## src/rtl/seq_mult_pkg.sv

```systemverilog
// Shared types and default sizing for the sequential signed multiplier.
// Consumers: seq_mult_ctrl and its accumulator register.
package seq_mult_pkg;

    localparam int DEF_WIDTH = 8;
    localparam int DEF_PW    = 2 * (DEF_WIDTH - 1);
    localparam int DEF_ITER  = DEF_WIDTH - 1;

    typedef enum logic [1:0] {
        IDLE   = 2'd0,
        LOAD   = 2'd1,
        CALC   = 2'd2,
        FINISH = 2'd3
    } state_t;

endpackage

```

## src/rtl/seq_mult_ctrl_acc.sv

```systemverilog
// Enabled product accumulator register. It has no reset: the controller
// clears it with a zero load before every multiplication.
module seq_mult_ctrl_acc
    import seq_mult_pkg::*;
#(
    parameter int PW = DEF_PW
)
(
    input  logic          clk,
    input  logic          en,
    input  logic [PW-1:0] d,
    output logic [PW-1:0] q
);

    always_ff @(posedge clk) begin
        if (en) begin
            q <= d;
        end
    end

endmodule

```

## src/rtl/seq_mult_ctrl.sv

```systemverilog
// Sequencer for a sign-magnitude shift-add signed multiplier.
// Build option SEQ_MULT_EARLY_TERM_EN stops the loop once the multiplier runs out of set bits.
module seq_mult_ctrl
    import seq_mult_pkg::*;
#(
    parameter int WIDTH = DEF_WIDTH
)
(
    input  logic               clk,
    input  logic               rst_n,
    input  logic               start,
    input  logic [WIDTH-1:0]   a,
    input  logic [WIDTH-1:0]   b,
    output logic               busy,
    output logic               done,
    output logic               err,
    output logic [2*WIDTH-1:0] result
);

    localparam int MW   = WIDTH - 1;
    localparam int PW   = 2 * MW;
    localparam int ITER = WIDTH - 1;
    localparam int CW   = $clog2(ITER + 1);

    localparam logic [WIDTH-1:0] MIN_VAL = {1'b1, {MW{1'b0}}};

    // Handshake: start is taken only on an edge where busy is low; every
    // accepted request yields exactly one done pulse, and result/err stay
    // stable from that pulse until the next accept (err) or done (result).

    state_t state, state_next;

    logic [WIDTH-1:0] a_q, b_q;
    logic [PW-1:0]    mcand;
    logic [MW-1:0]    mplier;
    logic             sign;
    logic [CW-1:0]    count;
    logic             err_pend;

    logic [PW-1:0]    acc_q, acc_d;
    logic             acc_en;

    logic [MW-1:0]    a_mag, b_mag;
    logic             a_min, b_min;
    logic [MW-1:0]    mplier_shr;
    logic             last_iter;
    logic [PW:0]      prod_mag, prod_signed;
    logic [2*WIDTH-1:0] result_next;

    assign a_min      = (a_q == MIN_VAL);
    assign b_min      = (b_q == MIN_VAL);
    assign a_mag      = a_q[WIDTH-1] ? (~a_q[MW-1:0] + MW'(1)) : a_q[MW-1:0];
    assign b_mag      = b_q[WIDTH-1] ? (~b_q[MW-1:0] + MW'(1)) : b_q[MW-1:0];
    assign mplier_shr = mplier >> 1;
    assign last_iter  = (count == CW'(ITER - 1));

    // A zero accumulator is never negated, so no negative zero can appear.
    assign prod_mag    = {1'b0, acc_q};
    assign prod_signed = (sign && (acc_q != '0)) ? (~prod_mag + (PW+1)'(1)) : prod_mag;
    assign result_next = {prod_signed[PW], prod_signed};

    assign busy = (state != IDLE);

    always_ff @(posedge clk or negedge rst_n) begin
        if (!rst_n) begin
            state <= IDLE;
        end else begin
            state <= state_next;
        end
    end

    always_comb begin
        state_next = state;
        acc_en     = 1'b0;
        acc_d      = acc_q + mcand;
        case (state)
            IDLE: begin
                if (start) begin
                    state_next = LOAD;
                end
            end
            LOAD: begin
                acc_en     = 1'b1;
                acc_d      = '0;
                state_next = CALC;
`ifdef SEQ_MULT_EARLY_TERM_EN
                if (b_mag == '0) begin
                    state_next = FINISH;
                end
`endif
                if (a_min || b_min) begin
                    state_next = FINISH;
                end
            end
            CALC: begin
                acc_en = mplier[0];
                if (last_iter) begin
                    state_next = FINISH;
                end
`ifdef SEQ_MULT_EARLY_TERM_EN
                if (mplier_shr == '0) begin
                    state_next = FINISH;
                end
`endif
            end
            FINISH: begin
                state_next = IDLE;
            end
            default: begin
                state_next = IDLE;
            end
        endcase
    end

    always_ff @(posedge clk or negedge rst_n) begin
        if (!rst_n) begin
            a_q      <= '0;
            b_q      <= '0;
            mcand    <= '0;
            mplier   <= '0;
            sign     <= 1'b0;
            count    <= '0;
            err_pend <= 1'b0;
            err      <= 1'b0;
            done     <= 1'b0;
            result   <= '0;
        end else begin
            done <= 1'b0;
            case (state)
                IDLE: begin
                    if (start) begin
                        a_q <= a;
                        b_q <= b;
                        err <= 1'b0;
                    end
                end
                LOAD: begin
                    mcand    <= {{(PW-MW){1'b0}}, a_mag};
                    mplier   <= b_mag;
                    sign     <= a_q[WIDTH-1] ^ b_q[WIDTH-1];
                    count    <= '0;
                    err_pend <= a_min || b_min;
                end
                CALC: begin
                    mcand  <= mcand << 1;
                    mplier <= mplier_shr;
                    count  <= count + CW'(1);
                end
                FINISH: begin
                    done   <= 1'b1;
                    err    <= err_pend;
                    result <= err_pend ? '0 : result_next;
                end
                default: begin
                end
            endcase
        end
    end

    seq_mult_ctrl_acc #(.PW(PW)) u_acc (
        .clk (clk),
        .en  (acc_en),
        .d   (acc_d),
        .q   (acc_q)
    );

endmodule
```

## config.mk

```make
export PLATFORM = sky130hd
export DESIGN_NAME = seq_mult_ctrl
export DESIGN_NICKNAME = d
export VERILOG_FILES = /design/src/rtl/seq_mult_pkg.sv /design/src/rtl/seq_mult_ctrl_acc.sv /design/src/rtl/seq_mult_ctrl.sv
export SDC_FILE = /design/constraint.sdc
export NUM_CORES = 1
export LEC_CHECK = 0
export CORE_ASPECT_RATIO = 0.5
export CORE_MARGIN = 5
export CORE_UTILIZATION = 40
export CTS_CLUSTER_DIAMETER = 30
export CTS_CLUSTER_SIZE = 12
export DETAILED_ROUTE_END_ITERATION = 8
export GPL_ROUTABILITY_DRIVEN = 0
export SLEW_MARGIN = 20
export SYNTH_ARGS = -nofsm -noshare
export SYNTH_HDL_FRONTEND = slang
export SYNTH_SLANG_ARGS = --single-unit
```

## constraint.sdc

```tcl
create_clock -name clk -period 2.75 [get_ports clk]
set_input_delay 0.55 -clock clk [delete_from_list [all_inputs] [get_ports clk]]
set_output_delay 0.55 -clock clk [all_outputs]
set_load 0.01 [all_outputs]
```

* Yosys cells after proc, flatten, opt, wreduce, memory -nomap -nowiden
Index checks and enable logic that the tools add are counted.
W data, S select, Z words.
** Storage, ports and cells
- Flip-flop bits (word level) :: 76
- Logic and storage cells :: 54
- Output and inout port bits :: 19
- Bits of input ports :: 19
** Cells by class
- Bitwise logic cells :: 4
- Add/sub/neg operators :: 5
- Mux-type cells :: 15
- Eq/ne operators :: 8
- Reductions and logical operators :: 10
** Operator list (number)
- $pmux W14 S2 :: 1
- $eq A8 B8 Y1 const B :: 2
- $mux W16 :: 1
- $add A15 B1 Y15 const B :: 1
- $mux W15 :: 1
- $not A14 Y15 :: 1
- $add A14 B14 Y14 :: 1
- $add A7 B1 Y7 const B :: 2
- $mux W7 :: 2
- $not A7 Y7 :: 2
- $pmux W7 S2 :: 1
- $reduce_bool A14 Y1 :: 1
- $pmux W2 S4 :: 1
- $pmux W3 S2 :: 1
- $reduce_and A2 Y1 :: 3
- $reduce_bool A2 Y1 :: 3
- $eq A2 B2 Y1 const B :: 2
- $mux W2 :: 2
- $ne A2 B2 Y1 const B :: 2
- $pmux W1 S2 :: 2
- $add A3 B1 Y3 const B :: 1
- $eq A3 B3 Y1 const B :: 1
- $mux W1 :: 3
- $eq A2 B1 Y1 const B :: 1
- 4 further kinds :: 4

* Logic depth before layout (Yosys ltp)
Gate-level depths: netlist of run 1.
- Depth in word-level cells :: 4
- Mapped depth :: 8
- Depth with buffers taken out :: 8

* Cells and area by module
From an unflattened synthesis of run 1, not the netlist that was laid out.
** Unflattened totals
- Cell total of the unflattened synthesis :: 431
- Area total of the unflattened synthesis :: 4339.2 sq um
** By module, submodules not included
- seq_mult_ctrl :: sequential area each 1526.5 sq um, cells each 417, times used 1, area an instance 3918.8 sq um
- seq_mult_ctrl_acc :: sequential area each 420.4 sq um, cells each 14, times used 1, area an instance 420.4 sq um

* Least setup slack after synthesis of run 1
OpenSTA, ideal clock, no wires.
- Path kind :: reg-to-reg
- Start point :: register state[0]
- End point :: register u_acc.q[0], enable pin
- Period minus slack after synthesis :: 2.197 ns
- Stages on the path, launching flop included :: 7
- Arrival :: 1.811 ns
- Slack :: 0.553 ns
- Required time :: 2.364 ns
- Cells stage by stage :: dfrtp_1 -> inv_1 -> ha_1 -> clkbuf_1 -> buf_2 -> a21oi_1 -> nor2b_1
** Between the ends
- Cells in the longest elaborated chain, start to end :: 2
- Elaborated cells between the ends (all ways) :: 3
- Classes of those cells :: eq/ne (2); mux (1)
** Ends and longest elaborated chain
- start, declared :: RTL line seq_mult_ctrl.sv:31 : state_t state, state_next;
- start signal, assigned :: RTL line seq_mult_ctrl.sv:68 : state <= state_next;
- $eq A2 B2 Y1 or $eq A2 B1 Y1 (tied branches) :: RTL line seq_mult_ctrl.sv:76 : case (state)
- $pmux W1 S2 * :: RTL line seq_mult_ctrl.sv:76
- net acc_en :: RTL line seq_mult_ctrl.sv:41 : logic acc_en;
- end signal, assigned :: RTL line seq_mult_ctrl_acc.sv:17 : q <= d;
- end, declared :: RTL line seq_mult_ctrl_acc.sv:12 : output logic [PW-1:0] q
The timed path passes the listed nets; every way through them passes the cells marked *.
A chain may end at the register's enable or synchronous reset.

* Final worst setup path of run 1
- Start point :: register u_acc.q[0]
- End point :: register u_acc.q[12], data pin
** Between the ends
- Cells in the longest elaborated chain, start to end :: 1
** Ends and longest elaborated chain
- $add A14 B14 Y14 :: RTL line seq_mult_ctrl.sv:75 : acc_d = acc_q + mcand;
Every way passes these cells.

==> metrics.cfg, run 1 <==
[run_status]
status = finished, final reports clean

[sta]
slew_headroom = 0.636
tns_ps = 0
slew_viol_final = 0
clock_skew_ps = 5.73
post-route-min-period_ps = 2420
worstMarginPinSlew_ps = 546
fin_crit_sh = 0.878
setup_viol = 0
rsz0062_at_grt = no
timing.final.hold_violations = 0
fmax_ghz = 0.414

[clock_network]
htree_levels = 3
clockRootBuffer = clkbuf_16
cts_buffers = 9
cts.sinks = 75
cts_max_path_buffers = 2
cts_setup_buffers = 0
hold_buffers = 0
tritoncts = yes
clkLatencyLatePin_ps = 340
cts_resized = 0
clk_pin_slew_worst_paths_ps = 60

[cells_and_area]
diodes = 0
drive_gt1_frac = 0.148
multiInputGateArea_um2 = 2180
final_core_util = 0.497
finalInstanceArea_um2 = 5140
syn2layout_area_growth_pct = 19.4
fin_cells = 592
nFillCells = 970
final-seq-area_um2 = 1950
final_nets = 490

[power]
ir_drop_mv = 0.493
power_density_nw_per_um2 = 1370
p_leak_nw = 2.15

[yosys]
synth-seq-area-share = 0.452
ys.flop_type = dfrtp_1
yosys-top-cells-area = dfrtp_1 (35%), edfxtp_1 (9.8%), mux2_2 (7.3%), ha_1 (6.4%), o21ai_0 (4.1%)
yosysTopAreaCell = dfrtp_1
netlist_instances = 409
async_reset_ff_frac = 0.813
syn_nets = 451
yosys.area.top_type_share = 0.355
ys_ff_latch = 75
syn_area_um2 = 4310
synth-edff-count = 14
synth_area_per_cell_um2 = 10.5
yosysWarnings = 0
synth_cell_types = 61

[critical_path]
r2r_start = u_acc.q[0]$_SDFFCE_PN0P_
cp_top_family = compound AO/OA/AOI/OAI gates
crit_type = reg -> reg
r2r_setup_slack_ps = 330
max_stage_delay_ps = 400
reg2regPathDepth = 8
worstPathMaxFanout = 4
crit_arrival_ps = 2510
crit_required_ps = 2840
end_kind = flip-flop
path_common_cell = o21ai_0
cp-start-kind = flip-flop
reg2reg_to = u_acc.q[12]$_SDFFCE_PN0P_
slowest_stage = edfxtp_1
path_cells = ha_1 -> inv_1 -> fa_1 -> nor2b_1 -> o31a_1 -> o21ai_0 -> o21ai_0 -> mux2_2
crit_buf_inv = 1

[route]
drc = 0
first_pass_iters = 4
avgViaCountPerCell = 5.20
drtIter0Drc = 158
routedWlPerCell_um = 15.4
drtAntennaViolNets = 0
routed-via-count = 3079
postRouteWirelength_um = 9110

[global_routing]
grt_max_degree = 30
grt_usage = 0.149
antenna_found_initial = 0
grt_pass1_wl_um = 15600
grt_overflow = 0
grt_pass1_vias = 3023

[die]
io-pin-count = 38
start_util = 0.416
core.rowCount = 26
die-area_um2 = 13100
core_area_um2 = 10300
die_w_um = 157
die_h_um = 83.4

[hold_path]
hold_class = in -> async

[place]
dpl.cell_count = 577
portBuffers = 37
dpl-instance-area_um2 = 4840
hpwl_um = 6790

[job]
max-cap-violations = 0

synth_stat cells (all sizes together), types with 6 or more instances:
master,count
nor2b,8
o21ai,37
edfxtp,14
mux2i,6
xor2,18
a21oi,14
nor3,9
mux2,29
nand2b,6
nor2,18
o2bb2ai,12
clkbuf,13
nand2,30
o31ai,8
nand3,9
ha,22
dfrtp,61
inv,27
xnor2,7
cell families (layout without fill, tap and decap cells):
kind of cell    count (synthesis)  after routing  synth area share
compound gates                103            103             0.168
xor+xnor                       25             25            0.0509
fa+ha+maj                      23             23            0.0686
buf+inv                        45             88            0.0404
flops                          75             75             0.452
mux                            35             35            0.0898
simple gates                  103            103             0.130
cell type report:
cell class | count | share of cell area
repair buffers | 45 | 0.0827
flip-flops and latches | 75 | 0.379
well taps | 140 | 0.0341
multi-input cells | 289 | 0.425
clock inverters | 3 | 0.00316
inverters | 28 | 0.0204
clock buffers | 12 | 0.0562
layer usage:
layer | global-route usage | vias up | wire length, um
li1 | - | 1559 | -
met1 | 0.223 | 1439 | 4920
met2 | 0.207 | 68 | 3580
met3 | 0.0436 | 13 | 487
met4 | 0.0409 | 0 | 123
met5 | 0 | - | 0
registers in the layout, indices dropped and copies added (netlist names):
signal / count
done: 1
u_acc.q: 14
b_q: 8
a_q: 8
mplier: 7
err: 1
sign: 1
err_pend: 1
result: 15
count: 3
state: 2
mcand: 14
metrics by stage:
step	hold WS, ps	total power, W	worst slack (ps)
CTS	196	0.00712	342
detailed placement	474	0.00588	371
finish	186	0.00705	334
global placement	466	0.00585	448
global route	228	0.00766	177
floorplan	254	0.00486	553
where the power goes:
group	switching [W]	internal (W)
sequential	0.000599	0.00178
combinational	0.00178	0.00171
clock	0.000456	0.000738
layout by cell type, fill, tap and decap left out, drive strengths merged, types with 12 or more instances in the layout:
master         Yosys  final
a21oi             14     14
clkbuf            13     12
clkdlybuf4s50      0     36
dfrtp             61     61
edfxtp            14     14
ha                22     22
inv               27     28
mux2              29     29
nand2             30     30
nor2              18     18
o21ai             37     37
o2bb2ai           12     12
xor2              18     18
worst max-delay path by stage:
stage | depth (start not counted) | to | start
global route | 8 | u_acc.q[12]$_SDFFCE_PN0P_ | u_acc.q[0]$_SDFFCE_PN0P_
finish | 8 | u_acc.q[12]$_SDFFCE_PN0P_ | u_acc.q[0]$_SDFFCE_PN0P_
CTS | 8 | u_acc.q[12]$_SDFFCE_PN0P_ | u_acc.q[0]$_SDFFCE_PN0P_
detailed placement | 8 | u_acc.q[12]$_SDFFCE_PN0P_ | u_acc.q[0]$_SDFFCE_PN0P_
global placement | 6 | u_acc.q[11]$_SDFFCE_PN0P_ | u_acc.q[6]$_SDFFCE_PN0P_
floorplan | 6 | u_acc.q[0]$_SDFFCE_PN0P_ | state[0]$_DFFE_PN0P_
(Power assumes the default switching activity.)
==> run 2: changes to the inputs <==
GPL_ROUTABILITY_DRIVEN = default   (was 0)
RECOVER_POWER = 50   (was default)
==> run 2 against run 1 <==
Effect of this change: flip-flop and latch count is the same; critical path depth unchanged; wire length rose by 0.24%; via count unchanged; clock skew barely moved; largest power group unchanged; critical endpoint unchanged; highest routed layer unchanged; register-to-register slack about the same.
==> metrics.cfg, run 2 (synthesis gave the netlist of run 1 again) <==
[run_status]
status = finished, final reports clean  ; unchanged

[power]
power_frac_clock = 0.169  ; about the same
power_switching_w = 0.00284  ; was 0.00283 W
ir_drop_mv = 0.494  ; was 0.493 mV
p_int_w = 0.00421  ; was 0.00422 W
p_leak_nw = 2.14  ; was 2.15 nW
switching_share = 0.403  ; was 0.402
combPwrFrac = 0.493  ; was 0.494
total_power_w = 0.00705  ; about the same
power_frac_seq = 0.337  ; about the same
power_density_nw_per_um2 = 1370  ; about the same

[die]
core.rowCount = 26  ; unchanged
start_util = 0.416  ; unchanged
io-pin-count = 38  ; unchanged
core_area_um2 = 10300  ; unchanged
die_w_um = 157  ; unchanged
die_h_um = 83.4  ; unchanged
die-area_um2 = 13100  ; unchanged

[cells_and_area]
final_core_util = 0.496  ; was 0.497
final_nets = 490  ; unchanged
drive_gt1_frac = 0.139  ; was 0.148
nFillCells = 972  ; was 970
diodes = 0  ; unchanged
reg.largest.list = result (15), mcand (14), u_acc.q (14)  ; unchanged
top_register = result  ; unchanged
layout_commonest_cell = dfrtp_1  ; unchanged
syn2layout_area_growth_pct = 19.1  ; was 19.4%
final_cell_mix = dfrtp_1 (61), clkdlybuf4s50_1 (36), o21ai_0 (35)  ; unchanged
largest_reg_flops = 15  ; unchanged

[clock_network]
hold_buffers = 0  ; unchanged
clkLatencyLatePin_ps = 340  ; about the same
cts_setup_buffers = 0  ; unchanged
cts.sinks = 75  ; unchanged
cts_max_path_buffers = 2  ; unchanged
clockRootBuffer = clkbuf_16  ; unchanged
clk_pin_slew_worst_paths_ps = 60  ; about the same
htree_levels = 3  ; unchanged
cts_buffers = 9  ; unchanged
cts_resized = 0  ; unchanged
tritoncts = yes  ; unchanged

[global_routing]
grt_pass1_vias = 3023  ; unchanged
grt_usage = 0.149  ; unchanged
grt_max_degree = 30  ; unchanged
grt_pass1_wl_um = 15600  ; unchanged
top_usage_layer = met1  ; unchanged
globalRouteMet3Util = 0.0436  ; unchanged
antenna_found_initial = 0  ; unchanged
met1_usage = 0.223  ; unchanged
met2_usage = 0.207  ; unchanged
grt_overflow = 0  ; unchanged

[hold_path]
hold_class = in -> async  ; unchanged

[job]
max-cap-violations = 0  ; unchanged

[critical_path]
crit_buf_inv = 1  ; unchanged
cp-start-kind = flip-flop  ; unchanged
worstPathMaxFanout = 4  ; unchanged
r2r_setup_slack_ps = 330  ; about the same
crit_arrival_ps = 2510  ; about the same
startpoint = u_acc.q[0]$_SDFFCE_PN0P_  ; unchanged
reg2reg_to = u_acc.q[12]$_SDFFCE_PN0P_  ; unchanged
cp_top_family = compound AO/OA/AOI/OAI gates  ; unchanged
slowest_stage = edfxtp_1  ; unchanged
crit_required_ps = 2840  ; about the same
end_kind = flip-flop  ; unchanged
r2r_start = u_acc.q[0]$_SDFFCE_PN0P_  ; unchanged
max_stage_delay_ps = 400  ; about the same
worstSetupPathDepth = 8  ; unchanged
path_common_cell = o21ai_0  ; unchanged
reg2regPathDepth = 8  ; unchanged
path_cells = ha_1 -> inv_1 -> fa_1 -> nor2b_1 -> o31a_1 -> o21ai_0 -> o21ai_0 -> mux2_2  ; unchanged
crit_type = reg -> reg  ; unchanged
endpoint = u_acc.q[12]$_SDFFCE_PN0P_  ; unchanged

[route]
drtAntennaViolNets = 0  ; unchanged
first_pass_iters = 4  ; unchanged
postRouteWirelength_um = 9130  ; was 9110 um
avgViaCountPerCell = 5.20  ; unchanged
drc = 0  ; unchanged
routedWlPerCell_um = 15.4  ; about the same
drtIter0Drc = 162  ; was 158
routed-via-count = 3079  ; unchanged

[place]
dp_slack_ps = 371  ; unchanged
portBuffers = 37  ; unchanged
hpwl_um = 6790  ; unchanged
gp_congestion = 0.838

[sta]
tns_ps = 0  ; unchanged
clock_skew_ps = 5.83  ; was 5.73 ps
fin_crit_sh = 0.878  ; about the same
slew_headroom = 0.149  ; was 0.636
timing.final.ws_setup_ps = 334  ; about the same
fmax_ghz = 0.414  ; about the same
rsz0062_at_grt = no  ; unchanged
post-route-min-period_ps = 2420  ; about the same
slew_viol_final = 0  ; unchanged
worstMarginPinSlew_ps = 1280  ; was 546 ps
setup_viol = 0  ; unchanged
timing.final.hold_violations = 0  ; unchanged

## run 2: cell count changes in the layout (fill, tap and decap cells not counted), sizes merged
cell    change
clkbuf      +5
buf         -5
## run 2: metrics by stage
stage / hold WS [ps] / std cells / area [um^2]
5_1_grt: 507 / 592 / 5130
3_5_place_dp: 474 / 577 / 4840
6_report: 470 / 592 / 5130
4_1_cts: 196 / 592 / 5140
2_1_floorplan: 254 / 409 / 4310
3_3_place_gp: 466 / 577 / 4840
## run 2: worst reg2reg max path: cells and delay by family, from the launching register on
family | cells | cell delay [ps]
buffers and inverters | 1 | 50
multiplexers | 1 | 360
adder cells (fa/ha/maj) | 2 | 560
AND/OR/NAND/NOR | 1 | 210
AO/OA/AOI/OAI | 3 | 580
flip-flops | 1 | 400
## run 2: worst min path at each step
stage,from,endpoint,slack [ps],cells past startpoint
2_1_floorplan,rst_n,a_q[0]$_DFFE_PN0P_,250,0
3_3_place_gp,result[0]$_DFFE_PN0P_,result[0]$_DFFE_PN0P_,470,2
3_5_place_dp,result[7]$_DFFE_PN0P_,result[7]$_DFFE_PN0P_,470,2
4_1_cts,rst_n,b_q[0]$_DFFE_PN0P_,200,1
5_1_grt,result[6]$_DFFE_PN0P_,result[6]$_DFFE_PN0P_,510,1
6_report,rst_n,b_q[7]$_DFFE_PN0P_,470,1
## run 2: power groups by stage
stage	Sequential, W	Clock, W	Combinational (W)
6_report	0.00238	0.00119	0.00348
5_1_grt	0.00246	0.00126	0.00393
4_1_cts	0.00238	0.00122	0.00351
3_5_place_dp	0.00239	0	0.00349
3_3_place_gp	0.00238	0	0.00347
2_1_floorplan	0.00221	0	0.00265
## run 2: area by class of cell
cell class              count  area [um^2]  area share
clock buffers              12          289      0.0564
clock inverters             3         16.3     0.00317
inverters                  28          105      0.0205
multi-input cells         289         2180       0.426
flip-flops and latches     75         1950       0.380
well taps                 140          175      0.0342
repair buffers             45          410      0.0800
## run 2: routing by layer
layer | part of all wire | up-vias
li1 | - | 1559
met1 | 0.54 | 1437
met2 | 0.39 | 70
met3 | 0.052 | 13
met4 | 0.013 | 0
met5 | 0 | -
==> run 3: changes to the inputs <==
CTS_BUF_LIST = sky130_fd_sc_hd__clkbuf_2 sky130_fd_sc_hd__clkbuf_4 sky130_fd_sc_hd__clkbuf_8   (was default)
SKIP_CTS_REPAIR_TIMING = 1   (was default)
==> run 3 against run 2 <==
Effect of this change: worst hold slack lost 14 ps; critical path type unchanged; critical path depth did not move; highest routed layer unchanged; final cell count is the same; critical endpoint unchanged.
==> metrics.cfg, run 3 (synthesis gave the netlist of run 1 again) <==
[sta]
fin_crit_sh = 0.881  ; was 0.878
slew_headroom = 0.144  ; was 0.149
worstMarginPinSlew_ps = 1280  ; about the same
timing.final.hold_violations = 0  ; unchanged
rsz0062_at_grt = no  ; unchanged
tns_ps = 0  ; unchanged
fmax_ghz = 0.413  ; was 0.414 GHz
timing.final.ws_setup_ps = 328  ; was 334 ps
post-route-min-period_ps = 2420  ; about the same
clock_skew_ps = 6.96  ; was 5.83 ps
setup_viol = 0  ; unchanged
whs_ps = 455  ; was 470 ps
slew_viol_final = 0  ; unchanged

[global_routing]
grt_usage = 0.147  ; was 0.149
grt_pass1_wl_um = 15400  ; was 15600 um
antenna_found_initial = 0  ; unchanged
grt_max_degree = 30  ; unchanged
grt_overflow = 0  ; unchanged
grt_pass1_vias = 2981  ; was 3023

[cells_and_area]
syn2layout_area_growth_pct = 17.0  ; was 19.1%
final_core_util = 0.487  ; was 0.496
final_cell_mix = dfrtp_1 (61), clkdlybuf4s50_1 (36), o21ai_0 (35)  ; unchanged
drive_gt1_frac = 0.139  ; unchanged
nFillCells = 980  ; was 972
reg.largest.list = result (15), mcand (14), u_acc.q (14)  ; unchanged
diodes = 0  ; unchanged
final-seq-area_um2 = 1950  ; unchanged
final_nets = 490  ; unchanged
multiInputGateArea_um2 = 2180  ; unchanged
fin_cells = 592  ; unchanged
layout_commonest_cell = dfrtp_1  ; unchanged
largest_reg_flops = 15  ; unchanged
top_register = result  ; unchanged

[route]
routed-via-count = 3091  ; was 3079
routedWlPerCell_um = 15.3  ; was 15.4 um
first_pass_iters = 4  ; unchanged
drc = 0  ; unchanged
drtAntennaViolNets = 0  ; unchanged
avgViaCountPerCell = 5.22  ; was 5.20
drtIter0Drc = 132  ; was 162
postRouteWirelength_um = 9050  ; was 9130 um

[critical_path]
reg2regPathDepth = 8  ; unchanged
r2r_setup_slack_ps = 330  ; about the same
cp-start-kind = flip-flop  ; unchanged
crit_arrival_ps = 2520  ; was 2510 ps
reg2reg_to = u_acc.q[12]$_SDFFCE_PN0P_  ; unchanged
worstPathMaxFanout = 4  ; unchanged
r2r_start = u_acc.q[0]$_SDFFCE_PN0P_  ; unchanged
end_kind = flip-flop  ; unchanged
crit_type = reg -> reg  ; unchanged
crit_required_ps = 2850  ; was 2840 ps

[power]
p_leak_nw = 2.10  ; was 2.14 nW
power_density_nw_per_um2 = 1350  ; was 1370 nW/um^2
ir_drop_mv = 0.492  ; was 0.494 mV

[job]
max-cap-violations = 0  ; unchanged

[place]
hpwl_um = 6790  ; unchanged
portBuffers = 37  ; unchanged
gp_congestion = 0.838  ; unchanged
dpl.cell_count = 577  ; unchanged
dp_slack_ps = 371  ; unchanged

[clock_network]
tritoncts = yes  ; unchanged
clk_pin_slew_worst_paths_ps = 80  ; was 60 ps
clkLatencyLatePin_ps = 350  ; was 340 ps
htree_levels = 3  ; unchanged
cts.sinks = 75  ; unchanged
cts_buffers = 9  ; unchanged
clockRootBuffer = clkbuf_8  ; was clkbuf_16
cts_max_path_buffers = 2  ; unchanged

[die]
die_h_um = 83.4  ; unchanged
io-pin-count = 38  ; unchanged
core_area_um2 = 10300  ; unchanged
core.rowCount = 26  ; unchanged
start_util = 0.416  ; unchanged
die_w_um = 157  ; unchanged
die-area_um2 = 13100  ; unchanged

[run_status]
status = finished, final reports clean  ; unchanged

[hold_path]
hold_class = in -> async  ; unchanged

[run 3: critical path, cell delays in order, from the launching register on]
cell      delay, ps
edfxtp_1        410
ha_1            190
inv_1            50
fa_1            370
nor2b_1         210
o31a_1          220
o21ai_0         130
o21ai_0         230
mux2_2          360
[run 3: worst max path at each step]
stage,cells past startpoint,startpoint,to
after detailed placement,8,u_acc.q[0]$_SDFFCE_PN0P_,u_acc.q[12]$_SDFFCE_PN0P_
after CTS,8,u_acc.q[0]$_SDFFCE_PN0P_,u_acc.q[12]$_SDFFCE_PN0P_
final,8,u_acc.q[0]$_SDFFCE_PN0P_,u_acc.q[12]$_SDFFCE_PN0P_
after global routing,8,u_acc.q[0]$_SDFFCE_PN0P_,u_acc.q[12]$_SDFFCE_PN0P_
after global placement,6,u_acc.q[6]$_SDFFCE_PN0P_,u_acc.q[11]$_SDFFCE_PN0P_
after floorplan,6,state[0]$_DFFE_PN0P_,u_acc.q[0]$_SDFFCE_PN0P_
[run 3: layout make-up]
cell class | instances | share of cell area
tap | 140 | 0.0348
timing repair buffer | 45 | 0.0815
clock buffer | 10 | 0.0273
clock inverter | 5 | 0.0152
sequential | 75 | 0.387
inverter | 28 | 0.0209
multi-input combinational | 289 | 0.434
[run 3: through the flow]
step                cell area, um^2  total power [W]
finish                         5040          0.00678
global route                   5040          0.00738
CTS                            5050          0.00685
detailed placement             4840          0.00588
global placement               4840          0.00585
floorplan                      4310          0.00486
[run 3: metal layers]
layer | share of wire | GRT usage | vias to the layer above
met1 | 0.54 | 0.222 | 1451
met3 | 0.055 | 0.0421 | 9
met2 | 0.39 | 0.204 | 73
met5 | 0 | 0 | -
li1 | - | - | 1558
met4 | 0.011 | 0.0362 | 0
[run 3: power by group]
| group | total, W | internal, W | leakage (nW) | switching (W) |
|---|---|---|---|---|
| combinational | 0.00347 | 0.00169 | 1.10 | 0.00178 |
| sequential | 0.00237 | 0.00177 | 0.891 | 0.000597 |
| clock | 0.000936 | 0.000528 | 0.112 | 0.000408 |
| total | 0.00678 | 0.00400 | 2.10 | 0.00278 |
